## src/rtl/easyaxi_ost_alloc.sv

```systemverilog
`default_nettype none
// +--------------------------------------------------------------------------+
// | easyaxi_ost_alloc: lowest-free outstanding-slot allocator with release,   |
// | occupancy count, per-slot ID readback. Option: EASYAXI_OST_ALLOC_LEN_CHECK_EN |
// | Revision: 1.0                                                             |
// +--------------------------------------------------------------------------+
module easyaxi_ost_alloc #(
    parameter  int OST_DEPTH = 16,
    parameter  int ID_WIDTH  = 4,
    parameter  int LEN_WIDTH = 8,
    localparam int PTR_WIDTH = $clog2(OST_DEPTH),
    localparam int CNT_WIDTH = PTR_WIDTH + 1
) (
    input  logic                 clk,
    input  logic                 rst_n,
    input  logic                 req_valid,
    input  logic [ID_WIDTH-1:0]  req_id,
    input  logic [LEN_WIDTH-1:0] req_len,
    output logic                 req_ready,
    output logic [PTR_WIDTH-1:0] req_ptr,
    input  logic                 resp_valid,
    input  logic                 resp_ready,
    input  logic [PTR_WIDTH-1:0] resp_ptr,
    input  logic                 resp_last,
    output logic [OST_DEPTH-1:0] ost_bits,
    output logic [CNT_WIDTH-1:0] ost_cnt,
    output logic [ID_WIDTH-1:0]  slot_id,
    output logic                 len_err
);

    logic [OST_DEPTH-1:0] ost_bits_q, ost_bits_d;
    logic [CNT_WIDTH-1:0] ost_cnt_q, ost_cnt_d;
    logic [ID_WIDTH-1:0]  slot_id_q [OST_DEPTH];
    logic [PTR_WIDTH-1:0] free_ptr;
    logic                 alloc;
    logic                 beat_acc;
    logic                 release_ev;

    // Scan downward so the lowest clear bit is the last one written.
    always_comb begin
        free_ptr = '0;
        for (int i = OST_DEPTH - 1; i >= 0; i--) begin
            if (!ost_bits_q[i]) free_ptr = PTR_WIDTH'(i);
        end
    end

    assign req_ready  = ~&ost_bits_q;
    assign req_ptr    = free_ptr;
    assign alloc      = req_valid && req_ready;
    assign beat_acc   = resp_valid && resp_ready && ost_bits_q[resp_ptr];
    assign release_ev = beat_acc && resp_last;

    // Alloc hits a clear bit and release a set bit, so they never collide.
    always_comb begin
        ost_bits_d = ost_bits_q;
        if (release_ev) ost_bits_d[resp_ptr] = 1'b0;
        if (alloc)      ost_bits_d[free_ptr] = 1'b1;
        ost_cnt_d = ost_cnt_q;
        if (alloc && !release_ev)      ost_cnt_d = ost_cnt_q + 1'b1;
        else if (!alloc && release_ev) ost_cnt_d = ost_cnt_q - 1'b1;
    end

    always_ff @(posedge clk or negedge rst_n) begin
        if (!rst_n) begin
            ost_bits_q <= '0;
            ost_cnt_q  <= '0;
        end else begin
            ost_bits_q <= ost_bits_d;
            ost_cnt_q  <= ost_cnt_d;
        end
    end

    always_ff @(posedge clk) begin
        if (alloc) slot_id_q[free_ptr] <= req_id;
    end

    assign ost_bits = ost_bits_q;
    assign ost_cnt  = ost_cnt_q;
    assign slot_id  = slot_id_q[resp_ptr];

`ifdef EASYAXI_OST_ALLOC_LEN_CHECK_EN
    logic [LEN_WIDTH-1:0] slot_len_q [OST_DEPTH];
    logic [LEN_WIDTH-1:0] beat_cnt_q [OST_DEPTH];
    logic                 len_err_q;

    always_ff @(posedge clk) begin
        if (alloc) slot_len_q[free_ptr] <= req_len;
    end

    // Overrun saturates the counter so the final last beat still compares sanely.
    always_ff @(posedge clk or negedge rst_n) begin
        if (!rst_n) begin
            for (int i = 0; i < OST_DEPTH; i++) beat_cnt_q[i] <= '0;
            len_err_q <= 1'b0;
        end else begin
            len_err_q <= 1'b0;
            if (beat_acc) begin
                if (resp_last) begin
                    beat_cnt_q[resp_ptr] <= '0;
                    if (beat_cnt_q[resp_ptr] != slot_len_q[resp_ptr]) len_err_q <= 1'b1;
                end else if (beat_cnt_q[resp_ptr] == slot_len_q[resp_ptr]) begin
                    len_err_q <= 1'b1;
                end else begin
                    beat_cnt_q[resp_ptr] <= beat_cnt_q[resp_ptr] + 1'b1;
                end
            end
            if (alloc) beat_cnt_q[free_ptr] <= '0;
        end
    end

    assign len_err = len_err_q;
`else
    logic unused_req_len;
    assign unused_req_len = ^req_len;
    assign len_err        = 1'b0;
`endif

endmodule
`default_nettype wire

```

## config.mk

```make
export PLATFORM = sky130hd
export DESIGN_NAME = easyaxi_ost_alloc
export DESIGN_NICKNAME = d
export VERILOG_FILES = /design/src/rtl/easyaxi_ost_alloc.sv
export SDC_FILE = /design/constraint.sdc
export NUM_CORES = 1
export LEC_CHECK = 0
export CELL_PAD_IN_SITES_DETAIL_PLACEMENT = 0
export CELL_PAD_IN_SITES_GLOBAL_PLACEMENT = 2
export CORE_MARGIN = 4
export CORE_UTILIZATION = 41
export CTS_BUF_LIST = sky130_fd_sc_hd__clkbuf_4 sky130_fd_sc_hd__clkbuf_8
export CTS_CLUSTER_DIAMETER = 60
export CTS_CLUSTER_SIZE = 40
export DETAILED_ROUTE_END_ITERATION = 10
export GPL_ROUTABILITY_DRIVEN = 0
export PLACE_DENSITY_LB_ADDON = 0.3
export RECOVER_POWER = 50
export SETUP_SLACK_MARGIN = 0.05
export SYNTH_ARGS = -nofsm -noshare
export SYNTH_HDL_FRONTEND = slang
export SYNTH_SLANG_ARGS = --single-unit
```

## constraint.sdc

```tcl
create_clock -name clk -period 3.4 [get_ports clk]
set_input_delay 0.34 -clock clk [delete_from_list [all_inputs] [get_ports clk]]
set_output_delay 0.34 -clock clk [all_outputs]
set_load 0.03 [all_outputs]
```

**Word level (Yosys, flattened, before mapping)**

Memories as Yosys holds them, arrays and structs flattened.
Cells that the tools add are included.

- Bits in writable memories: 64
- Logic and storage cells: 53
- Input bits: 22
- Memories: 1
- Output and inout port bits: 31
- Register bits: 21

- Magnitude comparators: 4
- $add $sub $neg: 2
- Mux-type cells: 28
- Bitwise operators: 3
- Reductions and logical operators: 13

Memories:

| name | depth | bits a word | rd ports | clocked after memory_dff | write ports | RTL line | text |
|---|---|---|---|---|---|---|---|
| slot_id_q | 16 | 4 | 1 | 0 | 1 | 33 | `logic [ID_WIDTH-1:0] slot_id_q [OST_DEPTH];` |

Operators by type and width:

| kind | number |
|---|---|
| 4-bit 2-to-1 mux | 16 |
| 16-bit 2-to-1 mux | 2 |
| 16-bit bitwise AND | 1 |
| 16-bit inverter | 1 |
| 16-bit bitwise OR | 1 |
| 16-bit AND reduction | 1 |
| 4-bit by 5-bit less-than comparator with 1-bit output (second input constant) | 2 |
| 5-bit 2-to-1 mux | 2 |
| 1-bit demux with 4-bit select | 2 |
| 4-bit by 1-bit greater-or-equal comparator with 1-bit output (second input constant) | 2 |
| 1-bit logical AND | 8 |
| 5-bit by 1-bit adder with 5-bit output (second input constant) | 1 |
| 1-bit 2-to-1 mux | 5 |
| 5-bit by 1-bit subtractor with 5-bit output (second input constant) | 1 |
| 1-bit binary-select mux with 4-bit select | 1 |
| 1-bit logical NOT | 3 |
| 2-bit nonzero test | 1 |

**Depth between registers and ports, before layout**

Gate-level depths: netlist of the first run.

- Word-level depth: 22
- Mapped depth: 13
- Gate-level depth less buffers: 12

**Least setup slack after synthesis of the first run**

OpenSTA, ideal clock, no wires.

- Path type: register to register
- Start: register ost_bits_q[2] (netlist: ost_bits[2])
- End: register ost_cnt_q[4] (netlist: ost_cnt[4])
- Setup slack: 264 ps
- Data arrival time: 3001 ps
- Clock period less this slack: 3136 ps
- Library setup time: 135 ps
- Required time: 3265 ps
- Stages on the path, launching flop included: 13
- Path buffers: 1
- Path through: dfrtp_1 -> clkbuf_1 -> mux4_1 -> mux4_2 -> nand2_1 -> ha_1 -> inv_1 -> fa_1 -> a21o_1 -> a21oi_1 -> xnor2_1 -> nor2_1 -> xor2_1

- Word-level cells in the longest chain between the ends: 7
- Elaborated cells between the ends (all ways): 13
- Those cells by class: mux (3); reduce/logical (10)

RTL lines:

| item | RTL line | text |
|---|---|---|
| start: declaration | 31 | `logic [OST_DEPTH-1:0] ost_bits_q, ost_bits_d;` |
| start signal: assignment | 68 | `ost_bits_q <= ost_bits_d;` |
| 1-bit binary-select mux with 4-bit select | 50 | `assign beat_acc = resp_valid && resp_ready && ost_bits_q[resp_ptr];` |
| 1-bit 2-to-1 mux (not written as such) | 50 |  |
| 1-bit logical AND | 50 |  |
| 1-bit logical AND | 51 | `assign release_ev = beat_acc && resp_last;` |
| 1-bit logical NOT | 59 | `if (alloc && !release_ev) ost_cnt_d = ost_cnt_q + 1'b1;` |
| 1-bit logical AND | 59 |  |
| 5-bit 2-to-1 mux or 2-bit nonzero test (tied branches) | n/a |  |
| end signal: assignment | 69 | `ost_cnt_q <= ost_cnt_d;` |
| end: declaration | 32 | `logic [CNT_WIDTH-1:0] ost_cnt_q, ost_cnt_d;` |

Parallel ways exist; a longest one is shown, timed or not. The select of a mux whose other input is x is not followed.
A chain may end at the register's enable or synchronous reset.

**Final worst setup path of the first run**

- Start: input port resp_ptr[0]
- End: output port slot_id[3]

- Word-level cells in the longest chain between the ends: 1

RTL lines:

| item | RTL line | text |
|---|---|---|
| start: declaration | 23 | `input logic [PTR_WIDTH-1:0] resp_ptr,` |
| memory 16 x 4 bit | n/a |  |
| end: declaration | 27 | `output logic [ID_WIDTH-1:0] slot_id,` |

Every way passes these cells.

==> flow_metrics.py, run 1 <==
metrics = {
    "outcome": {
        "status": "finished, final reports clean",
    },
    "yosys": {
        "synthArstFlopShare": 0.247,
        "synth_edf_count": 64,
        "ys_warn_count": 0,
        "synthDistinctLibCells": 40,
        "synth_top_area_frac": 0.489,
        "synth-seq-area-share": 0.623,
        "synth_area_leaders": "edfxtp_1 (49%), dfrtp_1 (13%), mux4_1 (13%)",
        "syn_nets": 283,
        "avgSynthCellArea_sq_um": 15.4,
        "synth_ff_type": "edfxtp_1",
        "synthesis.area_sq_mm": 0.00393,
        "synth_largest_area_cell": "edfxtp_1",
        "synth_seq_cells": 85,
        "synthCells": 256,
    },
    "power_and_ir_drop": {
        "power_frac_clock": 0.168,
        "powerDensity_mw_per_mm2": 811,
        "power_frac_seq": 0.380,
        "share_comb_of_total_power": 0.453,
        "leakage_uw": 0.00172,
        "swShare": 0.400,
        "p_int_uw": 2320,
        "peakVddDrop_mv": 0.441,
        "switching_power_uw": 1550,
    },
    "route": {
        "dr_total_vias": 2410,
        "totalWireLength_mm": 8.51,
        "wl_per_cell_um": 18.9,
        "dr.pass1.iters": 4,
        "routed_via_density": 5.34,
        "drc_errors": 0,
        "drt_iter0_drc": 158,
        "ant_nets": 0,
    },
    "floorplanning": {
        "start_util": 0.423,
        "die_x_um": 106,
        "die-area_sq_mm": 0.0112,
        "coreArea_sq_mm": 0.00928,
        "die_h_um": 106,
        "std_cell_rows": 35,
        "ioPinCount": 53,
    },
    "clocking": {
        "ctsHoldBuffers": 0,
        "cts.sink_count": 85,
        "cts.clk_slew.worst_paths_ns": 0.09,
        "cts_inserted_buffers": 9,
        "cts_root_buffer": "clkbuf_8",
        "tritoncts": "built",
        "h-tree-depth": 3,
        "insertion_delay_ns": 0.35,
        "cts_buffer_depth": 2,
    },
    "grt": {
        "grt-ovfl-total": 0,
        "antenna_found_initial": 0,
        "grt_use_total": 0.163,
        "grt_pass1_wl_mm": 13.9,
        "grt_pass1_vias": 2433,
        "grt_max_degree": 22,
    },
    "sta": {
        "rsz0062_at_grt": "false",
        "hold_viol": 0,
        "skew_ns": 0.0136,
        "final.period_utilization": 0.959,
        "fin_crit_ns": 3.26,
        "drv_slew": 0,
        "finalSetupViolations": 0,
        "fmax_mhz": 307,
        "slew_headroom": 0.311,
        "tightest_slew_ns": 1.03,
    },
    "min_path": {
        "whs_path_depth": 1,
        "hold_path_class": "flip-flop to flip-flop",
    },
    "setup_path": {
        "rr_worst_depth": 11,
        "critPathLaunchType": "input port",
        "critPathKind": "input port to primary output",
        "cp.buffers_inverters": 3,
        "cp_top_family": "buffers and inverters",
        "crit_path_frequent_cell": "clkdlybuf4s50_1",
        "cpMaxStageDelayCell": "mux4_1",
        "endpoint_kind": "primary output",
        "path_cells": "clkdlybuf4s50_1 > buf_4 > mux4_1 > mux4_2 > clkdlybuf4s50_1",
        "slowest_delay_ns": 0.63,
        "worstPathArrival_ns": 2.92,
        "crit_fanout": 10,
        "cp.required_ns": 3.06,
        "cp.depth": 5,
    },
    "placed_design": {
        "io_buffers": 43,
        "dp_cells": 435,
        "dpl.hpwl_mm": 6.32,
    },
    "job": {
        "drv_cap": 0,
    },
    "layout": {
        "synthToLayoutAreaGrowth_pct": 21.4,
        "layout_commonest_cell": "edfxtp_1",
        "antennaDiodeCount": 0,
        "final_cell_mix": "edfxtp_1 (64), clkdlybuf4s50_1 (36), o21ai_0 (31), dfrtp_1 (21)",
        "num-fill-cells": 813,
        "fin_cells": 451,
        "fin_nets": 344,
        "drive_above_1_share": 0.140,
        "post-route-util": 0.514,
    },
}
[timing repair]
action                                  4_1_cts  5_1_grt
setup buffers                                 0        0
resized for setup                             0        1
endpoints found under the setup margin        0        1
[logic make-up (layout without fill, tap and decap cells)]
logic type	after synthesis	count (layout)	synth area share
flops	85	85	0.623
simple gates	68	68	0.0821
compound gates	48	48	0.0761
mux	26	26	0.164
buf+inv	18	84	0.0248
fa+ha+maj	5	5	0.0178
xor+xnor	5	5	0.0111
other cells	1	1	0.000954
[layer usage]
metal  vias up  GRT usage  routed length (um)
met3         6     0.0298                 348
met2        48      0.261                4170
li1       1132          -                   -
met5         -          0                   0
met1      1224      0.227                3910
met4         0     0.0527                  86
[metrics by stage]
step / hold slack (ns) / setup TNS [ns] / total power [uW] / worst slack (ns) / instance area [sq um]
2_1_floorplan: 0.0444 / 0 / 2520 / 0.264 / 3930
3_3_place_gp: 0.459 / -0.253 / 3230 / -0.167 / 4590
3_5_place_dp: 0.461 / -0.340 / 3250 / -0.199 / 4590
4_1_cts: 0.477 / 0 / 3900 / 0.151 / 4770
5_1_grt: 0.508 / 0 / 4120 / 0.0631 / 4770
6_report: 0.481 / 0 / 3870 / 0.138 / 4770
[cells in the mapped netlist (6+ instances only)]
master     n
nor2_1    18
mux4_2     6
inv_1      6
edfxtp_1  64
nand3_1    8
mux4_1    19
nand2_1   19
dfrtp_1   21
o21ai_0   31
clkbuf_1   8
[cell type report]
type                    instances  area [sq um]  area share
flip-flops and latches         85          2450       0.513
clock inverters                 7          56.3      0.0118
inverters                       6          22.5     0.00472
multi-input cells             153          1390       0.290
clock buffers                   9           124      0.0260
well taps                     129           161      0.0338
repair buffers                 62           573       0.120
[final timing paths]
kind                                    from           end  slack [ns]
worst min-delay path              ost_cnt[4]    ost_cnt[4]        0.48
max in group asynchronous              rst_n   ost_bits[0]        2.15
worst max register to register  ost_bits[13]    ost_cnt[4]        0.38
worst max-delay path             resp_ptr[0]    slot_id[3]        0.14
worst min register to register    ost_cnt[4]    ost_cnt[4]        0.48
min in group asynchronous              rst_n  ost_bits[14]        0.61
[power groups by stage]
| stage | clock network, uW | registers [uW] | logic, uW |
|---|---|---|---|
| CTS | 669 | 1470 | 1760 |
| floorplan | 0 | 1670 | 858 |
| global route | 723 | 1500 | 1900 |
| detailed placement | 0 | 1490 | 1760 |
| finish | 649 | 1470 | 1750 |
| global placement | 0 | 1480 | 1750 |
[flip-flops by register name, summed over array words and instances, names as in the netlist]
name and cells:
slot_id_q 64, ost_bits 16, ost_cnt 5
No activity file was read; power rests on OpenSTA's default activity.
==> inputs of run 2 (changes only) <==
--- a/config.mk
+++ b/config.mk
@@ -5,17 +5,17 @@
 export SDC_FILE = /design/constraint.sdc
 export NUM_CORES = 1
 export LEC_CHECK = 0
+export ABC_AREA = 1
 export CELL_PAD_IN_SITES_DETAIL_PLACEMENT = 0
 export CELL_PAD_IN_SITES_GLOBAL_PLACEMENT = 2
 export CORE_MARGIN = 4
-export CORE_UTILIZATION = 41
+export CORE_UTILIZATION = 37
 export CTS_BUF_LIST = sky130_fd_sc_hd__clkbuf_4 sky130_fd_sc_hd__clkbuf_8
 export CTS_CLUSTER_DIAMETER = 60
 export CTS_CLUSTER_SIZE = 40
 export DETAILED_ROUTE_END_ITERATION = 10
 export GPL_ROUTABILITY_DRIVEN = 0
 export PLACE_DENSITY_LB_ADDON = 0.3
-export RECOVER_POWER = 50
 export SETUP_SLACK_MARGIN = 0.05
 export SYNTH_ARGS = -nofsm -noshare
 export SYNTH_HDL_FRONTEND = slang
==> flow_metrics.py, run 2 <==
metrics = {
    "setup_path": {
        "path_cells": "clkdlybuf4s50_1 > inv_2 > nand2_1 > inv_2 > buf_4 > a22oi_1 > nand2_1 > a2111o_1 > clkdlybuf4s50_1",
        "critPathLaunchType": "input port",
        "endpoint_kind": "primary output",
        "crit_fanout": 15,
        "timing.rr.end": "ost_cnt[4]",
        "r2r-start": "ost_bits[11]",
        "cpMaxStageDelayCell": "clkdlybuf4s50_1",
        "slowest_delay_ns": 0.60,
        "crit_start": "resp_ptr[1]",
        "rrSetupSlack_ns": 0.68,
        "critPathKind": "input port to primary output",
        "rr_worst_depth": 13,
        "cp.required_ns": 3.06,
        "worstPathArrival_ns": 2.68,
    },
    "floorplanning": {
        "coreArea_sq_mm": 0.0103,
        "std_cell_rows": 37,
        "die_x_um": 110,
        "die-area_sq_mm": 0.0122,
        "die_h_um": 110,
        "ioPinCount": 53,
        "start_util": 0.378,
    },
    "clocking": {
        "cts_root_buffer": "clkbuf_8",
        "post-cts-setup-buffers": 0,
        "cts.sink_count": 85,
        "h-tree-depth": 3,
        "cts_inserted_buffers": 9,
        "cts.clk_slew.worst_paths_ns": 0.09,
        "insertion_delay_ns": 0.34,
        "cts_buffer_depth": 2,
        "tritoncts": "built",
        "ctsHoldBuffers": 0,
        "cts.repair.resized": 0,
    },
    "min_path": {
        "whs_path_depth": 1,
        "hold_end": "ost_cnt[4]",
        "hold_path_class": "flip-flop to flip-flop",
        "holdCritStartpoint": "ost_cnt[4]",
    },
    "route": {
        "drc_errors": 0,
        "ant_nets": 0,
        "routed_via_density": 5.06,
        "totalWireLength_mm": 9.41,
        "dr_total_vias": 2732,
        "drt_iter0_drc": 143,
        "wl_per_cell_um": 17.4,
        "dr.pass1.iters": 5,
    },
    "layout": {
        "fin_nets": 427,
        "antennaDiodeCount": 0,
        "finalInstanceArea_sq_mm": 0.00473,
        "drive_above_1_share": 0.139,
        "final_cell_mix": "nand2_1 (72), edfxtp_1 (64), clkdlybuf4s50_1 (43), a22oi_1 (38), inv_1 (26)",
        "layout_commonest_cell": "nand2_1",
        "largest_register_ffs": 64,
        "synthToLayoutAreaGrowth_pct": 21.9,
        "regMostFlops": "slot_id_q",
    },
    "yosys": {
        "synth_area_leaders": "edfxtp_1 (49%), dfrtp_1 (14%), a22oi_1 (7.3%)",
        "synth_seq_cells": 85,
        "synth_top_area_frac": 0.495,
        "synth_ff_type": "edfxtp_1",
        "synth_edf_count": 64,
        "synthDistinctLibCells": 36,
        "synth-seq-area-share": 0.630,
        "synthArstFlopShare": 0.247,
        "ys_warn_count": 0,
        "yosys-top-cells-count": "nand2_1 (72), edfxtp_1 (64), a22oi_1 (38)",
        "syn_nets": 370,
        "avgSynthCellArea_sq_um": 11.3,
        "synth_largest_area_cell": "edfxtp_1",
        "synthesis.area_sq_mm": 0.00388,
        "synthCells": 343,
        "yosys.cell_count.top_type": "nand2_1",
    },
    "placed_design": {
        "dpl.hpwl_mm": 6.99,
        "post_dp_cell_area_sq_mm": 0.00454,
        "io_buffers": 43,
    },
    "sta": {
        "hold_viol": 0,
        "tightest_slew_ns": 0.978,
        "skew_ns": 0.0138,
        "slew_headroom": 0.346,
        "drv_slew": 0,
        "setup_tns_ns": 0,
        "fin_crit_ns": 3.02,
        "finalSetupViolations": 0,
        "fmax_mhz": 331,
        "final.period_utilization": 0.888,
        "rsz0062_at_grt": "false",
    },
    "power_and_ir_drop": {
        "leakage_uw": 0.00186,
        "powerDensity_mw_per_mm2": 832,
        "peakVddDrop_mv": 0.549,
        "power_uw": 3940,
        "power_frac_clock": 0.174,
        "switching_power_uw": 1620,
        "swShare": 0.411,
        "share_comb_of_total_power": 0.431,
        "p_int_uw": 2320,
        "power_frac_seq": 0.396,
    },
    "grt": {
        "grt_use_total": 0.160,
        "grt_pass1_wl_mm": 15.5,
        "grt-ovfl-total": 0,
        "antenna_found_initial": 0,
        "grt_max_degree": 22,
        "grt_pass1_vias": 2896,
    },
    "outcome": {
        "status": "finished, final reports clean",
    },
    "job": {
        "drv_cap": 0,
    },
}
run 2: changes by cell type in the layout (fill, tap and decap cells not counted), moves of 7 or more:
cell	before	now
o21ai_0	31	9
mux4_1	19	0
inv_1	6	26
nor2_1	18	7
a21boi_0	0	8
nand2_1	19	72
clkdlybuf4s50_1	36	43
dlygate4sd3_1	7	0
o21ai_1	0	11
inv_2	0	8
nand4_1	4	11
a22oi_1	0	38
run 2: stage by stage:
stage / std cells / hold slack [ns] / worst slack (ns) / utilization
after floorplan: 343 / 0.0444 / 0.677 / -
after global placement: 525 / 0.459 / 0.184 / 0.442
after detailed placement: 525 / 0.457 / 0.176 / 0.442
after CTS: 540 / 0.474 / 0.357 / 0.461
after global routing: 540 / 0.504 / 0.198 / 0.461
final: 540 / 0.468 / 0.380 / 0.461
run 2: cell families (layout without fill, tap and decap cells):
group                    count (synthesis)  in the layout  synth area share
buffers and inverters                   47            108            0.0480
AND/OR/NAND/NOR                        120            120             0.149
AO/OA/AOI/OAI                           83             83             0.149
flip-flops                              85             85             0.630
adder cells (fa/ha/maj)                  5              5            0.0180
XOR/XNOR                                 2              2           0.00451
other                                    1              1          0.000966
run 2: worst max-delay path: cells and delay by family:
| kind | cells | cell delay [ns] |
|---|---|---|
| buf+inv | 5 | 1.52 |
| compound gates | 2 | 0.62 |
| simple gates | 2 | 0.20 |
run 2: area by class of cell:
cell class | count | area (sq um)
fillers | 983 | 5540
flip-flops and latches | 85 | 2450
repair buffers | 58 | 543
multi-input cells | 211 | 1250
well taps | 136 | 170
clock inverters | 6 | 68.8
clock buffers | 9 | 124
inverters | 35 | 131
run 2: power groups by stage:
stage	clock, uW	combinational, uW	sequential, uW
5_1_grt	756	1850	1590
2_1_floorplan	0	927	1710
6_report	683	1700	1560
3_5_place_dp	0	1700	1580
3_3_place_gp	0	1700	1580
4_1_cts	705	1710	1560
run 2: how the worst max path moves through the flow:
| stage | endpoint | slack (ns) |
|---|---|---|
| floorplan | ost_cnt[4] | 0.68 |
| global placement | ost_cnt[4] | 0.18 |
| detailed placement | ost_cnt[4] | 0.18 |
| CTS | slot_id[2] | 0.36 |
| global route | ost_cnt[4] | 0.20 |
| finish | slot_id[2] | 0.38 |
run 2: layer usage:
metal / share of wire / up-vias / track usage / wire, um
li1: - / 1350 / - / -
met1: 0.45 / 1324 / 0.211 / 4280
met2: 0.51 / 49 / 0.273 / 4790
met3: 0.028 / 9 / 0.0268 / 261
met4: 0.0081 / 0 / 0.0411 / 76
met5: 0 / - / 0 / 0
